===== src/rtl/lsu_pkg.sv =====
// Shared types and byte-mask helper for the load/store sequencer.
// The two-access split is enabled by defining LSU_MISALIGNED_EN.
package lsu_pkg;

   typedef enum logic [1:0] {
      WORD = 2'b00,
      HALF = 2'b01,
      BYTE = 2'b10
   } lsu_type_e;

   typedef enum logic [2:0] {
      IDLE  = 3'd0,
      GNT1  = 3'd1,
      RVAL1 = 3'd2,
      GNT2  = 3'd3,
      RVAL2 = 3'd4
   } lsu_state_e;

   // Byte mask across two consecutive words; the encoding 11 behaves as a word.
   function automatic logic [7:0] lsu_mask(input logic [1:0] lsu_type, input logic [1:0] off);
      logic [7:0] base;
      case (lsu_type_e'(lsu_type))
         HALF:    base = 8'h03;
         BYTE:    base = 8'h01;
         default: base = 8'h0F;
      endcase
      return base << off;
   endfunction

endpackage


===== src/rtl/lsu_align.sv =====
// Combinational alignment: byte enables, store-data rotation and load-data
// assembly/extension for the load/store sequencer.
module lsu_align
   import lsu_pkg::*;
(
   input  logic [1:0]  lsu_type,
   input  logic [1:0]  off,
   input  logic        sign_ext,
   input  logic        second,
   input  logic [31:0] wdata,
   input  logic [31:0] rdata_lo,
   input  logic [31:0] rdata_hi,
   output logic [3:0]  be,
   output logic        misaligned,
   output logic [31:0] wdata_rot,
   output logic [31:0] rdata
);

   logic [7:0]  mask;
   logic [5:0]  sh;
   logic [31:0] rdata_word;

   assign mask       = lsu_mask(lsu_type, off);
   assign be         = second ? mask[7:4] : mask[3:0];
   assign misaligned = |mask[7:4];
   assign sh         = {1'b0, off, 3'b000};

   // A shift by 32 yields zero, so off = 0 degenerates cleanly to a pass-through.
   assign wdata_rot  = (wdata << sh) | (wdata >> (6'd32 - sh));
   assign rdata_word = (rdata_lo >> sh) | (rdata_hi << (6'd32 - sh));

   always_comb begin
      rdata = rdata_word;
      case (lsu_type_e'(lsu_type))
         HALF:    rdata = {{16{sign_ext & rdata_word[15]}}, rdata_word[15:0]};
         BYTE:    rdata = {{24{sign_ext & rdata_word[7]}}, rdata_word[7:0]};
         default: rdata = rdata_word;
      endcase
   end

endmodule


===== src/rtl/lsu_ctrl.sv =====
// Load/store request sequencer: req/gnt/rvalid handshake towards data memory.
// Define LSU_MISALIGNED_EN to split misaligned accesses into two word transactions.
module lsu_ctrl
   import lsu_pkg::*;
(
   input  logic        clk_i,
   input  logic        rst_i,
   input  logic        lsu_req_i,
   input  logic        lsu_we_i,
   input  logic [1:0]  lsu_type_i,
   input  logic        lsu_sign_ext_i,
   input  logic [31:0] lsu_addr_i,
   input  logic [31:0] lsu_wdata_i,
   output logic        lsu_ready_o,
   output logic        lsu_rvalid_o,
   output logic [31:0] lsu_rdata_o,
   output logic        lsu_err_o,
   output logic        data_req_o,
   input  logic        data_gnt_i,
   input  logic        data_rvalid_i,
   output logic [31:0] data_addr_o,
   output logic        data_we_o,
   output logic [3:0]  data_be_o,
   output logic [31:0] data_wdata_o,
   input  logic [31:0] data_rdata_i,
   input  logic        data_err_i
);

   lsu_state_e  state_q, state_d;
   logic [31:0] addr_q;
   logic [31:0] wdata_q;
   logic        we_q;
   logic        sign_q;
   logic [1:0]  type_q;

   logic        accept;
   logic        complete;
   logic        err_d;
   logic        req;
   logic        second;
   logic [1:0]  cur_off;
   logic [1:0]  cur_type;
   logic [31:0] rd_lo;
   logic [31:0] rd_hi;
   logic [31:0] rdata_al;
   logic [31:0] rdata_d;
   logic [31:0] wdata_rot;
   logic [3:0]  be;
   logic        misaligned;
   logic [29:0] word_addr;
`ifdef LSU_MISALIGNED_EN
   logic        capture;
   logic [31:0] rdata1_q;
`endif

   // In IDLE the aligner looks at the incoming request so misalignment is known at accept time.
   assign cur_off  = (state_q == IDLE) ? lsu_addr_i[1:0] : addr_q[1:0];
   assign cur_type = (state_q == IDLE) ? lsu_type_i : type_q;

`ifdef LSU_MISALIGNED_EN
   assign second = (state_q == GNT2);
`else
   assign second = 1'b0;
`endif

   lsu_align u_align (
      .lsu_type   (cur_type),
      .off        (cur_off),
      .sign_ext   (sign_q),
      .second     (second),
      .wdata      (wdata_q),
      .rdata_lo   (rd_lo),
      .rdata_hi   (rd_hi),
      .be         (be),
      .misaligned (misaligned),
      .wdata_rot  (wdata_rot),
      .rdata      (rdata_al)
   );

   always_comb begin
      state_d  = state_q;
      accept   = 1'b0;
      complete = 1'b0;
      err_d    = 1'b0;
      req      = 1'b0;
      rd_lo    = data_rdata_i;
      rd_hi    = '0;
`ifdef LSU_MISALIGNED_EN
      capture  = 1'b0;
`endif
      case (state_q)
         IDLE: begin
            if (lsu_req_i) begin
               accept = 1'b1;
`ifdef LSU_MISALIGNED_EN
               state_d = GNT1;
`else
               if (misaligned) begin
                  complete = 1'b1;
                  err_d    = 1'b1;
               end else begin
                  state_d = GNT1;
               end
`endif
            end
         end
         GNT1: begin
            req = 1'b1;
            if (data_gnt_i) state_d = RVAL1;
         end
         RVAL1: begin
            if (data_rvalid_i) begin
`ifdef LSU_MISALIGNED_EN
               if (misaligned && !data_err_i) begin
                  capture = 1'b1;
                  state_d = GNT2;
               end else begin
                  complete = 1'b1;
                  err_d    = data_err_i;
                  state_d  = IDLE;
               end
`else
               complete = 1'b1;
               err_d    = data_err_i;
               state_d  = IDLE;
`endif
            end
         end
`ifdef LSU_MISALIGNED_EN
         GNT2: begin
            req = 1'b1;
            if (data_gnt_i) state_d = RVAL2;
         end
         RVAL2: begin
            rd_lo = rdata1_q;
            rd_hi = data_rdata_i;
            if (data_rvalid_i) begin
               complete = 1'b1;
               err_d    = data_err_i;
               state_d  = IDLE;
            end
         end
`endif
         default: state_d = IDLE;
      endcase
   end

   assign rdata_d = (err_d | we_q) ? '0 : rdata_al;

   always_ff @(posedge clk_i or posedge rst_i) begin
      if (rst_i) begin
         state_q      <= IDLE;
         lsu_rvalid_o <= 1'b0;
         lsu_err_o    <= 1'b0;
         lsu_rdata_o  <= '0;
      end else begin
         state_q      <= state_d;
         lsu_rvalid_o <= complete;
         lsu_err_o    <= err_d;
         if (complete) lsu_rdata_o <= rdata_d;
      end
   end

   // Request fields are pure data; memory-side outputs are gated by req so they need no reset.
   always_ff @(posedge clk_i) begin
      if (accept) begin
         addr_q  <= lsu_addr_i;
         we_q    <= lsu_we_i;
         type_q  <= lsu_type_i;
         sign_q  <= lsu_sign_ext_i;
         wdata_q <= lsu_wdata_i;
      end
`ifdef LSU_MISALIGNED_EN
      if (capture) rdata1_q <= data_rdata_i;
`endif
   end

   assign lsu_ready_o  = (state_q == IDLE);
   assign word_addr    = second ? addr_q[31:2] + 30'd1 : addr_q[31:2];
   assign data_req_o   = req;
   assign data_addr_o  = req ? {word_addr, 2'b00} : '0;
   assign data_we_o    = req & we_q;
   assign data_be_o    = req ? be : '0;
   assign data_wdata_o = req ? wdata_rot : '0;

endmodule


===== config.mk =====
export PLATFORM = sky130hd
export DESIGN_NAME = lsu_ctrl
export DESIGN_NICKNAME = d
export VERILOG_FILES = /design/src/rtl/lsu_pkg.sv /design/src/rtl/lsu_align.sv /design/src/rtl/lsu_ctrl.sv
export SDC_FILE = /design/constraint.sdc
export NUM_CORES = 1
export LEC_CHECK = 0
export BUFFER_PORTS_ARGS = -buffer_cell sky130_fd_sc_hd__clkbuf_2
export CORE_MARGIN = 5
export CORE_UTILIZATION = 40
export DETAILED_ROUTE_END_ITERATION = 10
export GPL_ROUTABILITY_DRIVEN = 0
export PLACE_DENSITY = 0.68
export SLEW_MARGIN = 20
export SYNTH_ARGS = -nofsm -noshare
export SYNTH_HDL_FRONTEND = slang
export SYNTH_HIERARCHICAL = 1
export SYNTH_SLANG_ARGS = --single-unit

===== constraint.sdc =====
create_clock -name clk_i -period 3.6 [get_ports clk_i]
set_input_delay 0.36 -clock clk_i [delete_from_list [all_inputs] [get_ports clk_i]]
set_output_delay 0.36 -clock clk_i [all_outputs]
set_load 0.01 [all_outputs]

==> impl_metrics.env <==
export IMPL_yosysTopAreaCellShare_pct=32.2
export IMPL_syn2layout_area_growth_pct=27.6
export IMPL_synth_edff_count=68
export IMPL_synth_top_cells_by_area="edfxtp_1 (32%), dfrtp_1 (14%), mux2i_1 (9.3%)"
export IMPL_die_h_um=136
export IMPL_grt_util_all_layers_pct=19.9
export IMPL_io_buffers=208
export IMPL_cts_htree_levels=3
export IMPL_crit_arrival_ns=2.97
export IMPL_fmax_ghz=0.301
export IMPL_antenna_cells=0
export IMPL_status="completed"
export IMPL_ios=211
export IMPL_dieArea_mm2=0.0185
export IMPL_synth_async_reset_ratio_pct=34.6
export IMPL_clk_path_buf_depth=2
export IMPL_rr_endpoint="lsu_rdata_o[20]$_DFFE_PP0P_"
export IMPL_reg2reg_from="state_q[1]$_DFFE_PP0P_"
export IMPL_layout_drive_gt1_share_pct=32.9
export IMPL_syn_avg_cell_area_um2=10.7
export IMPL_relSlewSlack_pct=35.2
export IMPL_final_setup_skew_ns=0.0125
export IMPL_required_ns=3.24
export IMPL_tns_ns=0
export IMPL_crit_buf_inv=3
export IMPL_dp_hpwl_mm=13.3
export IMPL_clkPwrFrac_pct=15.8
export IMPL_fin_crit_ns=3.33
export IMPL_r2r_slack_ns=0.49
export IMPL_finalCritPeriodShare_pct=92.4
export IMPL_yosysSeqAreaShare_pct=46.4
export IMPL_grt_pass1_wl_mm=29.0
export IMPL_finalSetupViolCount=0
export IMPL_start_util_pct=40.4
export IMPL_wl_per_cell_um=17.2
export IMPL_wl_mm=18.4
export IMPL_syn_inst=592
export IMPL_dr_first_iter_drc_count=325
export IMPL_slew_violations=0
export IMPL_dr_total_vias=5485
export IMPL_worst_pin_slew_ns=0.972
export IMPL_synth_area_mm2=0.00634
export IMPL_core_area_mm2=0.0157
export IMPL_min_path_type="primary input to async pin"
export IMPL_root_buffer="clkbuf_16"
export IMPL_crit_path_top_delay_cell="dfrtp_1"
export IMPL_hold_viol_final=0
export IMPL_die_w_um=136
export IMPL_path_class="register to output pin"
export IMPL_place_ws_ns=0.304
export IMPL_irDropWorstVdd_uv=401
export IMPL_cts_sinks=104
export IMPL_synth_seq_cells=104
export IMPL_synthFlopType="edfxtp_1"
export IMPL_clkSlewWorstSetupHoldPaths_ns=0.08
export IMPL_rows=46
export IMPL_ant_nets=0
export IMPL_viasPerCell=5.13
export IMPL_cp_cell_sequence="nor2_4 > mux2_2 > inv_1 > ha_1 > buf_4 > nor2b_2 > nand2_1 > o21ai_0 > a22o_1 > and2_1 > clkbuf_2"
export IMPL_drc=0
export IMPL_cp_start_kind="register"
export IMPL_overflow=0
export IMPL_p_leak_nw=3.87
export IMPL_yosys_warnings=6
export IMPL_insertion_delay_ns=0.36
export IMPL_power_density_mw_per_mm2=785
export IMPL_fin_ws_ns=0.273
export IMPL_nets=959
export IMPL_cts_tree="built"
export IMPL_critical_path_endpoint_type="output pin"
export IMPL_grt_pass1_vias=5392
export IMPL_rsz0062_at_grt="no"
export IMPL_antenna_found_initial=0
export IMPL_synth_largest_area_cell="edfxtp_1"
export IMPL_swShare_pct=44.5
export IMPL_switchingPower_w=0.00283
export IMPL_ctsHoldBuffers=0
export IMPL_drt_pass1_iter_count=5
export IMPL_cts_buffers=9
export IMPL_r2r_cells=9
export IMPL_cp_max_fo=12
export IMPL_pwr_share_comb_pct=57.3
export IMPL_postCtsSetupBuffers=0
export IMPL_seqPwrFrac_pct=26.9
export IMPL_p_int_w=0.00352
export IMPL_ys_types=57
export IMPL_synth_common_cells="and2_1 (68), edfxtp_1 (68), mux2i_1 (59)"
export IMPL_grt_max_degree=70
export IMPL_cp_top_family="simple AND/OR/NAND/NOR gates"
export IMPL_fillers=1478
export IMPL_drv_cap=0
export IMPL_max_stage_delay_ns=0.47
-- layout make-up --
cell class	instances	area [um2]	share of cell area [%]
well taps	216	270	3.34
multi-input cells	495	3330	41.2
clock inverters	7	80.1	0.990
flip-flops and latches	104	2940	36.4
inverters	13	48.8	0.603
clock buffers	9	225	2.78
repair buffers	226	1190	14.7
-- power groups by stage --
| stage | logic, W | clock network (W) | registers, W |
|---|---|---|---|
| final | 0.00364 | 0.00101 | 0.00171 |
| after detailed placement | 0.00358 | 0 | 0.00173 |
| after CTS | 0.00360 | 0.00104 | 0.00171 |
| after global routing | 0.00399 | 0.00109 | 0.00174 |
| after global placement | 0.00355 | 0 | 0.00173 |
| after floorplan | 0.00261 | 0 | 0.00174 |
-- worst register-to-register path, stage by stage, from the launching register on --
cell	delay (ns)
dfrtp_1	0.47
nor2_4	0.22
mux2_2	0.41
buf_4	0.30
mux2_4	0.35
a211o_1	0.32
a22oi_4	0.42
buf_4	0.25
o21ai_2	0.06
a22o_1	0.20
-- how the worst max path moves through the flow --
stage | cells past startpoint | slack, ns | start | end
6_report | 11 | 0.27 | state_q[1]$_DFFE_PP0P_ | data_wdata_o[7]
4_1_cts | 10 | 0.02 | state_q[1]$_DFFE_PP0P_ | data_wdata_o[22]
3_3_place_gp | 9 | 0.42 | state_q[1]$_DFFE_PP0P_ | lsu_rdata_o[19]$_DFFE_PP0P_
2_1_floorplan | 15 | 0.05 | state_q[0]$_DFFE_PP0P_ | data_wdata_o[28]
5_1_grt | 10 | 0.05 | state_q[1]$_DFFE_PP0P_ | data_wdata_o[18]
3_5_place_dp | 10 | 0.30 | state_q[1]$_DFFE_PP0P_ | lsu_rdata_o[20]$_DFFE_PP0P_
-- state kept, by name, indices dropped and copies added, names as in the netlist --
signal / count
state_q: 2
lsu_rdata_o: 32
lsu_err_o: 1
type_q: 2
addr_q: 32
wdata_q: 32
lsu_rvalid_o: 1
sign_q: 1
we_q: 1
-- cells by family (layout without fill, tap and decap cells) --
logic type	after synthesis	in the layout	synth area share (%)
AO/OA/AOI/OAI	188	188	21.1
AND/OR/NAND/NOR	157	157	13.8
flip-flops	104	104	46.4
multiplexers	75	75	12.2
buffers and inverters	63	255	5.64
adder cells (fa/ha/maj)	4	4	0.789
other	1	71	0.0591
-- per-stage QoR --
step | util [%] | cell area (um2) | total power (W) | hold slack, ns | instances
floorplan | - | 6610 | 0.00434 | 0.459 | 662
global route | 51.5 | 8090 | 0.00682 | 0.139 | 1070
finish | 51.5 | 8090 | 0.00635 | 0.0911 | 1070
global placement | 49.4 | 7760 | 0.00528 | 0.476 | 1054
detailed placement | 49.4 | 7760 | 0.00531 | 0.484 | 1054
CTS | 51.3 | 8070 | 0.00634 | 0.104 | 1070
-- timing repair --
| item | 4_1_cts | 5_1_grt |
|---|---|---|
| resized for setup | 0 | 6 |
| setup endpoints to repair | 0 | 29 |
| hold endpoints to repair | 0 | 0 |
-- cells in the final DEF (no fill, tap or decap), types with 22 or more instances in the layout --
| master | n |
|---|---|
| clkbuf_2 | 208 |
| mux2i_1 | 59 |
| a21oi_1 | 46 |
| nor2_1 | 39 |
| o21ai_0 | 22 |
| and2_1 | 67 |
| conb_1 | 71 |
| a22o_1 | 43 |
| dfrtp_1 | 36 |
| edfxtp_1 | 68 |
-- per-layer routing --
metal / wire length, um / part of all wire, % / vias up / GRT usage [%]
met5: 0 / 0 / - / 0
met4: 369 / 2.0 / 0 / 6.10
met3: 1400 / 7.6 / 28 / 4.37
met2: 8470 / 46 / 241 / 31.7
met1: 8140 / 44 / 2549 / 27.3
li1: - / - / 2667 / -
Power figures use the tool's default switching activity.
